### src/rtl/hack_pkg.sv
// Shared definitions for the Hack CPU program-counter slice.
//   WORD_W        : Hack machine word / address width
//   JNULL .. JMP  : C-instruction jump codes {j1,j2,j3} = {lt,eq,gt}
//   is_uncond_jmp : true for the unconditional jump code (used by the halt idiom)
package hack_pkg;

  localparam int WORD_W = 16;

  localparam logic [2:0] JNULL = 3'b000;
  localparam logic [2:0] JGT   = 3'b001;
  localparam logic [2:0] JEQ   = 3'b010;
  localparam logic [2:0] JGE   = 3'b011;
  localparam logic [2:0] JLT   = 3'b100;
  localparam logic [2:0] JNE   = 3'b101;
  localparam logic [2:0] JLE   = 3'b110;
  localparam logic [2:0] JMP   = 3'b111;

  function automatic logic is_uncond_jmp(input logic [2:0] code);
    return code == JMP;
  endfunction

endpackage

### src/rtl/hack_pc_jump_cond.sv
// Combinational jump-condition decoder.
//   jump       in  {j1,j2,j3} = {lt,eq,gt} bits of the C-instruction
//   zr, ng     in  ALU flags (zero, negative)
//   is_c_instr in  current instruction is a C-instruction
//   take_jump  out jump condition holds for the current instruction
module jump_cond
  import hack_pkg::*;
(
  input  logic [2:0] jump,
  input  logic       zr,
  input  logic       ng,
  input  logic       is_c_instr,
  output logic       take_jump
);

  logic lt_term;
  logic eq_term;
  logic gt_term;

  assign lt_term = jump[2] & ng;
  assign eq_term = jump[1] & zr;
  // The ALU never reports zr and ng together; if it does, the value is
  // treated as zero for "greater than" only, so zr alone kills the gt term
  // while the lt term still follows ng.
  assign gt_term = jump[0] & ~ng & ~zr;

  assign take_jump = is_c_instr & (lt_term | eq_term | gt_term);

endmodule

### src/rtl/hack_pc.sv
// Hack CPU program-counter stage.
//   clk, rst_n  in  clock, asynchronous active-low reset
//   clr         in  synchronous clear (Hack reset button), wins over en
//   en          in  advance enable; 0 holds all state
//   is_c_instr  in  current instruction is a C-instruction
//   jump        in  jump bits {lt,eq,gt}
//   zr, ng      in  ALU flags
//   a_reg       in  A-register value, the jump target
//   pc          out registered program counter / ROM address
//   take_jump   out combinational jump decision
//   halted      out sticky end-of-program idiom detector
//   jump_cnt    out saturating count of taken jumps
module hack_pc
  import hack_pkg::*;
#(
  parameter int WIDTH    = WORD_W,
  parameter int INC_STEP = 1
) (
  input  logic             clk,
  input  logic             rst_n,
  input  logic             clr,
  input  logic             en,
  input  logic             is_c_instr,
  input  logic [2:0]       jump,
  input  logic             zr,
  input  logic             ng,
  input  logic [WIDTH-1:0] a_reg,
  output logic [WIDTH-1:0] pc,
  output logic             take_jump,
  output logic             halted,
  output logic [7:0]       jump_cnt
);

  logic [WIDTH-1:0] pc_q;
  logic [WIDTH-1:0] pc_d;
  logic             halted_q;
  logic             halted_d;
  logic [7:0]       jump_cnt_q;
  logic [7:0]       jump_cnt_d;
  logic [WIDTH-1:0] pc_prev;
  logic             self_loop;

  jump_cond u_jump_cond (
    .jump       (jump),
    .zr         (zr),
    .ng         (ng),
    .is_c_instr (is_c_instr),
    .take_jump  (take_jump)
  );

  // The `@END; 0;JMP` idiom jumps back either onto itself or onto the
  // preceding A-instruction, so both pc and pc-1 count as a self loop.
  assign pc_prev   = pc_q - WIDTH'(1);
  assign self_loop = (a_reg == pc_q) || (a_reg == pc_prev);

  always_comb begin
    pc_d       = pc_q;
    halted_d   = halted_q;
    jump_cnt_d = jump_cnt_q;
    if (clr) begin
      pc_d       = '0;
      halted_d   = 1'b0;
      jump_cnt_d = '0;
    end else if (en) begin
      if (take_jump) begin
        pc_d = a_reg;
        if (jump_cnt_q != 8'hFF) begin
          jump_cnt_d = jump_cnt_q + 8'd1;
        end
        if (is_uncond_jmp(jump) && self_loop) begin
          halted_d = 1'b1;
        end
      end else begin
        pc_d = pc_q + WIDTH'(INC_STEP);
      end
    end
  end

  always_ff @(posedge clk or negedge rst_n) begin
    if (!rst_n) begin
      pc_q       <= '0;
      halted_q   <= 1'b0;
      jump_cnt_q <= '0;
    end else begin
      pc_q       <= pc_d;
      halted_q   <= halted_d;
      jump_cnt_q <= jump_cnt_d;
    end
  end

  assign pc       = pc_q;
  assign halted   = halted_q;
  assign jump_cnt = jump_cnt_q;

endmodule

### config.mk
export PLATFORM = sky130hd
export DESIGN_NAME = hack_pc
export DESIGN_NICKNAME = d
export VERILOG_FILES = /design/src/rtl/hack_pkg.sv /design/src/rtl/hack_pc_jump_cond.sv /design/src/rtl/hack_pc.sv
export SDC_FILE = /design/constraint.sdc
export NUM_CORES = 1
export LEC_CHECK = 0
export BUFFER_PORTS_ARGS = -buffer_cell sky130_fd_sc_hd__buf_2
export CORE_MARGIN = 5
export CORE_UTILIZATION = 54
export CTS_CLUSTER_DIAMETER = 150
export DETAILED_ROUTE_END_ITERATION = 8
export PLACE_DENSITY_LB_ADDON = 0.05
export SYNTH_ARGS = -nofsm -noshare
export SYNTH_HDL_FRONTEND = slang
export SYNTH_SLANG_ARGS = --single-unit
### constraint.sdc
create_clock -name clk -period 2.5 [get_ports clk]
set_input_delay 0.375 -clock clk [delete_from_list [all_inputs] [get_ports clk]]
set_output_delay 0.375 -clock clk [all_outputs]
set_load 0.05 [all_outputs]
== Yosys cells after proc, flatten, opt, wreduce, memory -nomap -nowiden ==
Index checks and enable logic that the tools add are counted.
Word-level totals
  input port bits: 26
  logic and storage cells: 38
  output and inout port bits: 26
  flip-flop bits (word level): 25
Operators by class
  mux-type cells: 11
  equality and inequality tests: 4
  add/subtract/negate cells: 3
  reduce and logical (&&, ||, !) cells: 8
  bitwise gates (word level): 9
Operator list (count)
  $mux W16: 3
  $eq A16 B16 Y1: 2
  $mux W8: 4
  $add A16 B1 Y16 const B: 1
  $sub A16 B1 Y16 const B: 1
  $add A8 B1 Y8 const B: 1
  $ne A8 B8 Y1 const B: 1
  $reduce_bool A2 Y1: 4
  $reduce_and A3 Y1: 2
  $and A1 B1 Y1: 5
  $mux W1: 4
  $eq A3 B3 Y1 const B: 1
  $not A1 Y1: 2
  $or A1 B1 Y1: 2
  $logic_and A1 B1 Y1: 1
  $logic_or A1 B1 Y1: 1

== Longest topological paths before layout ==
  word-level depth: 8
  depth in mapped cells: 8
  gate-level depth less buffers: 8

== Hierarchy ==
Synthesis repeated with hierarchy kept, for this count alone.
Second synthesis, totals
  cell total of the unflattened synthesis: 268
  area, all modules: 2143.3 µm²
By module, submodules not included
  hack_pc: instances 1, seq. area each 625.6 µm², area each 2119.5 µm², cells each 265
  jump_cond: instances 1, seq. area each 0.0 µm², area each 23.8 µm², cells each 3

== Worst setup path before layout ==
Ideal clock, no wire load.
  path type: register to register
  start: register pc_q[0], in the netlist pc[0]
  end: register halted_q, in the netlist halted
  period minus slack after synthesis: 2.309 ns
  data required time: 2.372 ns
  stages on the path, launching flop included: 9
  data arrival time: 2.181 ns
  buffers on the path: 0
  setup slack: 0.191 ns
  setup time: 0.128 ns
  cells stage by stage: dfrtp_1 > inv_1 > ha_1 > or4b_4 > nor4_2 > nor2_1 > a211o_1 > a31oi_1 > o31ai_2
Between the ends
  word-level cells in the longest chain between the ends: 6
  elaborated cells between the ends (all ways): 7
  classes of those cells: add/sub: 1; eq/ne: 2; reduce/logical: 4
Ends and longest elaborated chain
  start, declared: RTL line hack_pc.sv:34  | logic [WIDTH-1:0] pc_q;
  start signal, assigned: RTL line hack_pc.sv:85  | pc_q <= pc_d;
  $sub A16 B1 Y16: RTL line hack_pc.sv:53  | assign pc_prev = pc_q - WIDTH'(1);
  $eq A16 B16 Y1: RTL line hack_pc.sv:54  | assign self_loop = (a_reg == pc_q) || (a_reg == pc_prev);
  $logic_or A1 B1 Y1 (*): RTL line hack_pc.sv:54
  $logic_and A1 B1 Y1 (*): RTL line hack_pc.sv:70  | if (is_uncond_jmp(jump) && self_loop) begin
  $reduce_bool A2 Y1 (no source line) (*)
  $reduce_and A3 Y1 (no source line) (*)
  end signal, assigned: RTL line hack_pc.sv:86  | halted_q <= halted_d;
  end, declared: RTL line hack_pc.sv:36  | logic halted_q;
Mark *: on every way between the ends. The rest lies on a longest branch, timed or not.
A chain may end at the register's enable or synchronous reset.

== Worst setup path after layout ==
  start: register pc_q[1], in the netlist pc[1]
  end: register halted_q, in the netlist halted
Same word-level chain as after synthesis.

==> metrics.txt <==
Hold Crit Class input pin to async pin; Row Count 23; buffers inserted by post-CTS timing repair 0; number of global-route vias before repair 2047; Pre-Repair DR Iteration Count 5; global route total overflow 0; CTS Root Cell clkbuf_8; final hold violation count 0; area added between synthesis and finish 15.8%; DRT iter0 DRCs between 150 and 200; synth warn 0; PortBufs 51; CTS Buf Count 3; Synth Area in Adders 1.73%; RSZ-0062 raised after global routing no; setup violators final 0; Seq/Total Area, Yosys 28.8%; # DRC 0; critical path startpoint category flop; largest fanout on the critical path 8; wire per inst 15.8 µm; CORE AREA 3940 µm²; Syn Nets just under 300; f_max 439 MHz; NetSw 0.000407 W; Worst IR Drop VDD 0.266 mV; total die area 5390 µm²; DP Wirelength 4250 µm; FFs w/ async S/R, synth 100%; Post-Synth XOR/XNOR Area between 10% and 20%; Die Ht 73.4 µm; die extent in x 73.4 µm; clock latency on the worst-skew pair 0.27 ns; pin count of the biggest net entering global routing 36; Clock H-tree levels 1; Post-CTS Resized 0; Sw Ratio 37.4%; Final Max Tran Viols 0; Tot Pwr 0.00109 W; Seq cells post-synth 25; buffer levels on the longest clock path 2; clock skew 0.00207 ns; period utilisation layout 91.0%; Post-DRT Antenna Nets 0; clk sink count 25; Reg power frac approximately two fifths; Cell Area, Synth 2170 µm²; Top FF cell, synth dfrtp_1; Worst Max-Slew Pin Slew 0.609 ns; Initial Utilization a little under three fifths; WL final 5670 µm; Worst Setup End Kind flop; slew margin rel. 59.4%; Clock power frac 23.8%; # hold bufs at CTS 0; first-pass GRT wire length ~9500 µm; post-synthesis instance total 266; PwrDens 433 nW/µm²; Tmin final ~2.3 ns; most frequent cells in the layout buf_2, nor2_1, dfrtp_1; WP data arrival 2.44 ns; share of post-route cells with drive strength above 1 25.9%; Placer Congestion 0.919; most common cell after layout, fill and taps aside buf_2; CTS tree yes; Total GRT Usage between 20% and 30%; Int Pwr 0.000681 W; Vias around 2.1k; crit-path max cell delay 0.50 ns; Unique masters post-synth between 50 and 60; WS Path Type flop to flop; CP required 2.67 ns; Clock transition at path regs 0.10 ns; vias per cell 5.97; status finished, final reports clean; I/O pin count 52; Gate power share 35.3%; post-synthesis compound-gate area fraction 22.2%; post-synthesis simple-gate area fraction 26.9%; combinational family with the most area after synthesis simple AND/OR/NAND/NOR gates; number of synthesized flops with an enable pin 0; critical path, cell by cell inv_1 > ha_1 > or4b_4 > nor4_2 > nor2_1 > a211o_1 > a31oi_1 > o31ai_2; Reg2Reg Depth 8; antenna violations before repair 0; Avg Cell Area, Syn 8.17 µm²; fin nets 339; setup_tns 0 ns; n_diodes 0; CP max-delay cell or4b_4; leakage power about 1.1 nW; # Max-Cap Violations 0; proportion of synthesized area in mux cells 2.82%
==> layout make-up <==
type,instances,area [µm²]
Clock buffer,3,41.3
Tap cell,50,62.6
Timing Repair Buffer,61,330
Multi-Input combinational cell,211,1420
Fill cell,345,1430
Clock inverter,1,7.51
Inverter,8,30.0
Sequential cell,25,626
==> power by group through the flow <==
stage / Combinational (W) / Clock [W] / Sequential [W]
after global routing: 0.000419 / 0.000280 / 0.000449
final: 0.000384 / 0.000259 / 0.000446
after detailed placement: 0.000382 / 0 / 0.000453
after floorplan: 0.000237 / 0 / 0.000493
after global placement: 0.000380 / 0 / 0.000453
after CTS: 0.000384 / 0.000268 / 0.000445
==> metal layers <==
metal  vias up  GRT usage [%]  part of all wire (%)
met5         -              0                     0
met4         0           6.04                  0.58
met3         4           2.19                   6.7
met2        68           34.0                    45
met1      1008           32.9                    48
li1       1063              -                     -
==> worst max-delay path: cells and delay by family, from the launching register on <==
family                   cells  cell delay, ns
flip-flops                   1            0.47
adder cells (fa/ha/maj)      1            0.19
AO/OA/AOI/OAI                3            0.58
buffers and inverters        1            0.09
AND/OR/NAND/NOR              3            0.84
==> sequential cells by signal (all words and copies together) (netlist names) <==
signal	count
jump_cnt	8
halted	1
pc	16
==> cell families (layout without fill, tap and decap cells) <==
family | count (synthesis) | in the layout
compound gates | 65 | 65
xor+xnor | 28 | 28
simple gates | 109 | 109
flops | 25 | 25
mux | 6 | 6
fa+ha+maj | 3 | 3
buf+inv | 30 | 73
==> synth_stat cells (3+ instances only) <==
cell | number | area share, %
or4_1 | 3 | 1.0
xnor2_1 | 21 | 8.5
and3_1 | 7 | 2.0
nand2b_1 | 3 | 0.86
a22oi_1 | 10 | 3.5
and2_1 | 3 | 0.86
nand2_1 | 19 | 3.3
nor4_1 | 3 | 0.86
a22o_1 | 3 | 1.2
buf_2 | 3 | 0.69
xor2_1 | 7 | 2.8
a211oi_1 | 4 | 1.4
nand3_1 | 9 | 2.1
a31oi_1 | 5 | 1.4
o31ai_1 | 4 | 1.4
nand4_1 | 6 | 1.7
and4_1 | 3 | 1.2
nor2_1 | 32 | 5.5
nor3_1 | 8 | 1.8
inv_1 | 7 | 1.2
a21oi_1 | 4 | 0.92
o41ai_1 | 3 | 1.2
clkbuf_1 | 16 | 2.8
dfrtp_1 | 25 | 29
mux2i_1 | 5 | 2.3
ha_1 | 3 | 1.7
o21ai_0 | 13 | 3.0
==> path summary, 6_finish.rpt <==
check	start	to	slack [ns]
hold / removal	rst_n	pc[0]	0.09
setup reg to reg	pc[1]	halted	0.22
setup / recovery	pc[1]	halted	0.22
hold reg to reg	halted	halted	0.54
min in group clk	a_reg[2]	pc[2]	0.44
max in group asynchronous	rst_n	pc[11]	2.01
==> through the flow <==
step | hold WS [ns] | worst slack (ns) | utilization [%] | cell area (µm²) | instances
floorplan | 0.0794 | 0.191 | - | 2170 | 266
finish | 0.0929 | 0.224 | 63.8 | 2520 | 359
CTS | 0.108 | 0.230 | 63.8 | 2520 | 359
global placement | 0.410 | 0.359 | 62.6 | 2470 | 355
detailed placement | 0.419 | 0.261 | 62.6 | 2470 | 355
global route | 0.132 | 0.127 | 63.8 | 2520 | 359
No activity file was read; power rests on OpenSTA's default activity.
